==> src/rtl/dmem_arbiter.sv <==
// -----------------------------------------------------------------------------
// dmem_arbiter
//   Shares a single-port data memory between the CPU MEM stage (port C) and a
//   loader/DMA engine (port D). One access is granted per clock. Contention is
//   resolved round-robin, and port D may hold the memory for a bounded burst
//   of up to MAX_BURST consecutive grants while it keeps d_lock asserted.
//   Read data from data_mem arrives one cycle after the address and is
//   steered back to whichever port issued the read.
//
// Ports
//   clk, rst_n                      clock, asynchronous active-low reset
//   c_req/c_we/c_addr/c_wdata       CPU request, write flag, address, data
//   c_gnt, c_rvalid, c_rdata        CPU grant, read-data valid, read data
//   cpu_stall                       c_req & ~c_gnt, back to the pipeline
//   d_req/d_we/d_lock/d_addr/d_wdata  DMA request, write, burst lock, addr, data
//   d_gnt, d_rvalid, d_rdata        DMA grant, read-data valid, read data
//   mem_w_en/mem_addr/mem_w_data    data_mem write enable, address, write data
//   mem_r_data                      data_mem read data (1-cycle latency)
// -----------------------------------------------------------------------------
module dmem_arbiter #(
  parameter int ADDR_W    = 32,
  parameter int DATA_W    = 32,
  parameter int MAX_BURST = 8
) (
  input  logic              clk,
  input  logic              rst_n,
  // CPU port
  input  logic              c_req,
  input  logic              c_we,
  input  logic [ADDR_W-1:0] c_addr,
  input  logic [DATA_W-1:0] c_wdata,
  output logic              c_gnt,
  output logic              c_rvalid,
  output logic [DATA_W-1:0] c_rdata,
  output logic              cpu_stall,
  // DMA port
  input  logic              d_req,
  input  logic              d_we,
  input  logic              d_lock,
  input  logic [ADDR_W-1:0] d_addr,
  input  logic [DATA_W-1:0] d_wdata,
  output logic              d_gnt,
  output logic              d_rvalid,
  output logic [DATA_W-1:0] d_rdata,
  // Memory side
  output logic              mem_w_en,
  output logic [ADDR_W-1:0] mem_addr,
  output logic [DATA_W-1:0] mem_w_data,
  input  logic [DATA_W-1:0] mem_r_data
);

  localparam int CNT_W = $clog2(MAX_BURST + 1);

  localparam logic [0:0] ST_ARB   = 1'b0;
  localparam logic [0:0] ST_BURST = 1'b1;

  localparam logic [CNT_W-1:0] CNT_MAX = CNT_W'(MAX_BURST);
  localparam logic [CNT_W-1:0] CNT_ONE = CNT_W'(1);

  // Registered state
  logic [0:0]        r_fsm;
  logic              r_last;      // 1 = port D was served last
  logic [CNT_W-1:0]  r_burst_cnt;
  logic              r_rd_pend;
  logic              r_rd_owner;  // 1 = pending read belongs to port D
  logic [DATA_W-1:0] r_c_rdata;
  logic [DATA_W-1:0] r_d_rdata;

  // Combinational decisions
  logic w_burst_cont;
  logic w_c_wins_tie;
  logic w_c_gnt;
  logic w_d_gnt;
  logic w_c_rvalid;
  logic w_d_rvalid;

  // ---------------------------------------------------------------------------
  // Grant decision
  // ---------------------------------------------------------------------------
  // NOTE: every signal assigned in an always_comb gets a default at the top of
  // the block, so no path leaves it unassigned and no latch is inferred.
  always_comb begin
    w_burst_cont = 1'b0;
    w_c_wins_tie = r_last;
    w_c_gnt      = 1'b0;
    w_d_gnt      = 1'b0;

    // A burst continues only while D keeps requesting with lock and has grants left.
    w_burst_cont = (r_fsm == ST_BURST) && d_req && d_lock && (r_burst_cnt < CNT_MAX);

    // When a burst ends, the CPU gets the next tie regardless of history.
    if (r_fsm == ST_BURST) begin
      w_c_wins_tie = 1'b1;
    end

    if (!rst_n) begin
      // Grants are suppressed while reset is held, even with requests pending.
      w_c_gnt = 1'b0;
      w_d_gnt = 1'b0;
    end else if (w_burst_cont) begin
      w_d_gnt = 1'b1;
    end else if (c_req && d_req) begin
      w_c_gnt = w_c_wins_tie;
      w_d_gnt = !w_c_wins_tie;
    end else begin
      w_c_gnt = c_req;
      w_d_gnt = d_req;
    end
  end

  assign c_gnt     = w_c_gnt;
  assign d_gnt     = w_d_gnt;
  assign cpu_stall = c_req && !w_c_gnt;

  // ---------------------------------------------------------------------------
  // Memory-side mux: driven from the winner, all zero when nobody is granted.
  // ---------------------------------------------------------------------------
  always_comb begin
    mem_w_en   = 1'b0;
    mem_addr   = '0;
    mem_w_data = '0;
    if (w_c_gnt) begin
      mem_w_en   = c_we;
      mem_addr   = c_addr;
      mem_w_data = c_wdata;
    end else if (w_d_gnt) begin
      mem_w_en   = d_we;
      mem_addr   = d_addr;
      mem_w_data = d_wdata;
    end
  end

  // ---------------------------------------------------------------------------
  // Read return: memory data flows straight through in the cycle after the
  // read grant; the port that is not receiving data shows its last value.
  // ---------------------------------------------------------------------------
  assign w_c_rvalid = r_rd_pend && !r_rd_owner;
  assign w_d_rvalid = r_rd_pend &&  r_rd_owner;

  assign c_rvalid = w_c_rvalid;
  assign d_rvalid = w_d_rvalid;
  assign c_rdata  = w_c_rvalid ? mem_r_data : r_c_rdata;
  assign d_rdata  = w_d_rvalid ? mem_r_data : r_d_rdata;

  // ---------------------------------------------------------------------------
  // State update
  // ---------------------------------------------------------------------------
  // NOTE: sequential state uses non-blocking assignments so every register
  // samples pre-edge values and ordering between blocks cannot change results.
  always_ff @(posedge clk or negedge rst_n) begin
    if (!rst_n) begin
      r_fsm       <= ST_ARB;
      r_last      <= 1'b1;
      r_burst_cnt <= '0;
      r_rd_pend   <= 1'b0;
      r_rd_owner  <= 1'b0;
      r_c_rdata   <= '0;
      r_d_rdata   <= '0;
    end else begin
      if (w_c_gnt || w_d_gnt) begin
        r_last <= w_d_gnt;
      end

      case (r_fsm)
        ST_ARB: begin
          if (w_d_gnt && d_lock) begin
            r_fsm       <= ST_BURST;
            r_burst_cnt <= CNT_ONE;
          end
        end
        default: begin
          if (w_burst_cont) begin
            r_burst_cnt <= r_burst_cnt + CNT_ONE;
          end else begin
            // The fallback grant this cycle does not start a new burst.
            r_fsm       <= ST_ARB;
            r_burst_cnt <= '0;
          end
        end
      endcase

      r_rd_pend <= (w_c_gnt && !c_we) || (w_d_gnt && !d_we);
      if (w_c_gnt || w_d_gnt) begin
        r_rd_owner <= w_d_gnt;
      end

      // Capture delivered data so each port's rdata holds between reads.
      if (w_c_rvalid) begin
        r_c_rdata <= mem_r_data;
      end
      if (w_d_rvalid) begin
        r_d_rdata <= mem_r_data;
      end
    end
  end

endmodule

==> config.mk <==
export PLATFORM = sky130hd
export DESIGN_NAME = dmem_arbiter
export DESIGN_NICKNAME = d
export VERILOG_FILES = /design/src/rtl/dmem_arbiter.sv
export SDC_FILE = /design/constraint.sdc
export NUM_CORES = 1
export LEC_CHECK = 0
export CAP_MARGIN = 30
export CORE_AREA = 2 2 115 117
export DETAILED_ROUTE_END_ITERATION = 8
export DIE_AREA = 0 0 117 119
export GPL_ROUTABILITY_DRIVEN = 0
export PLACE_DENSITY = 0.76
export SKIP_CTS_REPAIR_TIMING = 1
export SLEW_MARGIN = 40
export SYNTH_ARGS = -nofsm -noshare
export SYNTH_HDL_FRONTEND = slang
export SYNTH_SLANG_ARGS = --single-unit
==> constraint.sdc <==
create_clock -name clk -period 1.8 [get_ports clk]
set_clock_uncertainty 0.05 [all_clocks]
set_input_delay 0.36 -clock clk [delete_from_list [all_inputs] [get_ports clk]]
set_output_delay 0.36 -clock clk [all_outputs]
set_load 0.02 [all_outputs]
# Yosys cells after proc, flatten, opt, wreduce, memory -nomap -nowiden
# Cells that the tools add are included.
classes:
  add_sub_neg: 1
  n_lt_le_gt_ge: 1
  muxes: 21
  n_reduce_logical: 18
ops:
  columns: ["op", "n"]
  rows:
  - ["32-bit 2-to-1 mux", 6]
  - ["1-bit 2-to-1 mux", 12]
  - ["4-bit 2-to-1 mux", 3]
  - ["1-bit logical AND", 10]
  - ["1-bit zero test", 5]
  - ["4-bit by 1-bit adder with 4-bit output, second input constant", 1]
  - ["4-bit < comparator, second input constant", 1]
  - ["1-bit logical OR", 2]
  - ["2-bit nonzero test", 1]
totals:
  ff_bits: 72
  in_bits: 167
  out_inout_bits: 134
  wordCells: 48

# Longest topological paths before layout
depth:
  word_depth: 8
  mapped_depth: 5
  mapped_depth_nobuf: 4

# Least setup slack after synthesis
# No wires, ideal clock.
synth_timing:
  path_kind: "reg2out"
  startpoint: "register r_fsm"
  endpoint: "output port mem_addr[0]"
  arrival_ns: 1.493
  required_time_ns: 1.390
  slack_ns: -0.103
  stages_incl_launch_ff: 5
  path_buffers: 1
  cell_sequence: "dfrtp_1 > and4b_4 > a211oi_4 > clkbuf_1 > a22o_1"
synth_between:
  elab_chain_len: 7
  word_cells_on_any_way: 13
  classes_between: "9 x mux; 4 x reduce/logical"
synth_lines:
  columns: ["item", "line", "source"]
  rows:
  - ["start, declared", "61", "logic [0:0] r_fsm;"]
  - ["start signal, assigned", "152", "r_fsm <= ST_ARB;"]
  - ["start signal, assigned", "167", "r_fsm <= ST_BURST;"]
  - ["start signal, assigned", "176", "r_fsm <= ST_ARB;"]
  - ["1-bit 2-to-1 mux / 1-bit logical AND (equally long branches)", "92, 89", null]
  - ["1-bit zero test / 1-bit logical AND (equally long branches)", "104, 89", null]
  - ["1-bit 2-to-1 mux / 1-bit logical AND (equally long branches)", "102, 89", null]
  - ["1-bit 2-to-1 mux", "100", "end else if (w_burst_cont) begin"]
  - ["1-bit 2-to-1 mux", "96", "if (!rst_n) begin"]
  - ["32-bit 2-to-1 mux", "126", "end else if (w_d_gnt) begin"]
  - ["32-bit 2-to-1 mux (*)", "122", "if (w_c_gnt) begin"]
  - ["end, declared", "47", "output logic [ADDR_W-1:0] mem_addr,"]
# Mark *: on every way between the ends. The rest lies on a longest branch, timed or not.

# Worst setup path after layout
layout_timing:
  startpoint: "register r_last"
  endpoint: "output port mem_addr[5]"
layout_between:
  elab_chain_len: 7
  word_cells_on_any_way: 10
  classes_between: "9 x mux; 1 x reduce/logical"
layout_lines:
  columns: ["item", "line", "source"]
  rows:
  - ["start, declared", "62", "logic r_last;"]
  - ["start signal, assigned", "161", "r_last <= w_d_gnt;"]
  - ["1-bit 2-to-1 mux (*)", "92", "if (r_fsm == ST_BURST) begin"]
  - ["1-bit zero test", "104", "w_d_gnt = !w_c_wins_tie;"]
  - ["1-bit 2-to-1 mux", "102", "end else if (c_req && d_req) begin"]
  - ["1-bit 2-to-1 mux", "100", null]
  - ["1-bit 2-to-1 mux", "96", null]
  - ["32-bit 2-to-1 mux", "126", null]
  - ["32-bit 2-to-1 mux (*)", "122", null]
# Marked as above.

==> out/summary.md <==
The flow ran to the end, but the final reports show violations. The checks that failed: negative setup slack. In this run the remaining antenna-violating nets after routing total 0. For the sequential share of the synthesized area, the log shows 0.526.

Total DRC errors in the routed layout: 0. The tools report the number of sinks on the clock net as 72. The area added between synthesis and finish is 137%, and the data required time of the worst path is 1390 ps.

In this run the vertical extent of the chip is 119 um. The worst register-to-register path has a setup slack of 180 ps. Detailed routing inserted a total of 3804 vias. Across the run, the number of max-cap violations was 0. In this run the static leakage power is 3.90 nW. The distinct cell type count of the synthesized netlist is 26. The deepest level of the CTS H-tree is 3. Maximum achievable frequency: 431 MHz. The path class of the tightest hold or removal check is input pin to asynchronous set/reset pin. The placed wire-length estimate was 11400 um. Counting every instance in the synthesized netlist gives 256. The number of top-level pins was 301; the total wire length after detailed routing was 16500 um. The power per cell area is 1130 mW/mm2, and the detail-routed net length per standard cell is 20.7 um. The worst-case IR drop observed on VDD is 0.452 mV. The run gives 424 as the number of nets in the synthesized netlist. The first routing iteration left 196 violations. The clock transition time at the flip-flop clock pins of the worst setup and hold paths is 60 ps. The tools report the worst path setup slack after routing as -522 ps.

Hold violation count in the final report: 0. The die width came out at 117 um. The tools report the headroom to the max-slew limit as 0.572. The final core area utilization is 0.631, and the clock insertion delay at the later pin of the skew report is 330 ps. The total routing resource utilization after global routing was 0.200; the post-detailed-route via-to-cell ratio was 4.78. Setup repair after global routing could not meet its margin everywhere. In the layout the commonest cells are sky130_fd_sc_hd__clkdlybuf4s50_1 (162), sky130_fd_sc_hd__buf_6 (80), sky130_fd_sc_hd__buf_4 (71), sky130_fd_sc_hd__dfrtp_1 (68), sky130_fd_sc_hd__mux2_4 (63). The worst setup path is of the flip-flop to primary output kind. The library cell used most frequently in the layout, excluding fill and tap cells, is sky130_fd_sc_hd__clkdlybuf4s50_1.

The final-report max-slew violation count is 0. The end of the worst register-to-register path is r_rd_pend. TritonCTS built the clock tree. The worst setup path is launched from a flip-flop. Remaining global-route overflow: 0. 0 antenna diodes ended up in the layout. The number of setup violations in the final report is 132.

Measured in cells, the most critical reg-to-reg path has a length of 6. The root buffer cell chosen for the clock tree is sky130_fd_sc_hd__clkbuf_16. The initial antenna violation count is 1, and the number of port buffers is 300. Averaged over all synthesized cells, the footprint is 13.4 um2.

The logs give 20800 um for the first-pass GRT wire length and 4 for the total iterations of the first detailed-routing run. The minimum clock period after layout was 2320 ps. For the pin with the worst max-slew slack, the measured transition is 642 ps.

Counting the buffers created by CTS gives 9. The tools report the startpoint of the most critical register-to-register path as r_burst_cnt[3]. The final layout contains 783 nets. The core region is 0.0129 mm2.

After synthesis the netlist holds a flip-flop and latch count of 72. The arrival time of the worst setup path is 1910 ps, and the maximum fanout along the worst path is 10. Part of the cycle the worst path needs: 1.29. The type of destination of the critical path was a primary output. Entering global routing, the biggest net connects 73 pins. The number of core rows is 42. The tools report the effective utilization at floorplan as 0.266.

The maximum clock insertion buffer count came out at 2. The share of post-route cells with drive strength above 1 is 0.510. At the placement stage, the worst setup path has a slack of -1010 ps. For the number of synthesis warnings, the log shows 0. Summing every instance area after synthesis gives 0.00343 mm2. The tools report the area enclosed by the die boundary as 0.0139 mm2. The via count of the first global-routing pass is 3803.
-- logic make-up (layout without fill, tap and decap cells) --
logic type / Yosys count / count (layout) / share of synthesized area
and+or+nand+nor: 17 / 17 / 0.0281
muxes: 64 / 64 / 0.210
AOI/OAI and AO/OA: 77 / 78 / 0.195
adders and majority gates: 1 / 1 / 0.00365
DFF: 72 / 72 / 0.526
buffers and inverters: 25 / 388 / 0.0369
-- power breakdown --
part / total, mW / internal, mW / switching, mW / leakage (nW)
Sequential: 2.41 / 2.20 / 0.206 / 0.850
Clock: 1.95 / 1.29 / 0.668 / 0.165
Combinational: 4.85 / 2.72 / 2.13 / 2.89
-- sequential cells by signal, summed over array words and instances, names as in the netlist --
name / cells
r_fsm: 1
r_burst_cnt: 4
r_rd_pend: 1
r_d_rdata: 32
r_last: 1
r_rd_owner: 1
r_c_rdata: 32
-- layout make-up --
class	instances	area, um2
Clock buffer	11	253
Clock inverter	5	78.8
Fill cell	945	4750
Inverter	4	15.0
Multi-Input combinational cell	160	1970
Sequential cell	72	1810
Tap cell	176	220
Timing Repair Buffer	368	3780
-- synthesized netlist by cell type (all sizes together) --
master / instances / area share
a22oi: 1 / 0.0022
mux2: 64 / 0.21
buf: 19 / 0.030
inv: 4 / 0.0044
nor2: 3 / 0.0033
a31oi: 1 / 0.0018
nand3: 2 / 0.0029
a211oi: 1 / 0.0058
ha: 1 / 0.0036
clkbuf: 2 / 0.0022
nand2b: 3 / 0.0055
and2: 1 / 0.0018
a21oi: 1 / 0.0015
nand2: 4 / 0.0044
dfstp: 1 / 0.0077
o2bb2ai: 1 / 0.0026
dfrtp: 71 / 0.52
a22o: 68 / 0.17
and4b: 1 / 0.0040
a21o: 2 / 0.0044
o21ai: 2 / 0.0029
nand4b: 1 / 0.0026
nor2b: 2 / 0.0036
-- layer usage --
| layer | wire (um) | vias to the layer above | track usage |
|---|---|---|---|
| met5 | 13 | - | 0 |
| met4 | 440 | 2 | 0.0919 |
| met3 | 1460 | 30 | 0.0616 |
| met2 | 8340 | 198 | 0.328 |
| met1 | 6220 | 1869 | 0.236 |
| li1 | - | 1705 | - |
-- per-stage QoR --
stage | power [mW] | hold WS, ps | std cells | instance area [um2] | setup TNS [ps]
after global placement | 6.29 | 408 | 736 | 7020 | -82780
after floorplan | 4.29 | 14.4 | 256 | 3640 | -47.2
after detailed placement | 6.39 | 414 | 736 | 7030 | -85330
after global routing | 9.58 | 78.7 | 796 | 8130 | -58080
final | 9.21 | 78.8 | 796 | 8130 | -51580
after CTS | 8.40 | 55.1 | 752 | 7360 | -110900
-- worst max-delay path, stage by stage (launching register included) --
cell	delay, ps
sky130_fd_sc_hd__dfstp_2	580
sky130_fd_sc_hd__o21ai_1	130
sky130_fd_sc_hd__a22o_4	300
sky130_fd_sc_hd__clkbuf_16	190
sky130_fd_sc_hd__a22o_4	210
sky130_fd_sc_hd__buf_4	160
-- worst max path at each step --
stage            from      endpoint  slack [ps]  depth (start not counted)
2_1_floorplan  r_last  mem_addr[16]          -3                          4
3_3_place_gp    d_req  mem_addr[29]        -980                          7
3_5_place_dp    d_req  mem_addr[29]       -1010                          7
4_1_cts        r_last  mem_addr[18]       -1030                          5
5_1_grt        r_last   mem_addr[7]        -570                          6
6_report       r_last   mem_addr[5]        -520                          5
Power figures use the tool's default switching activity.
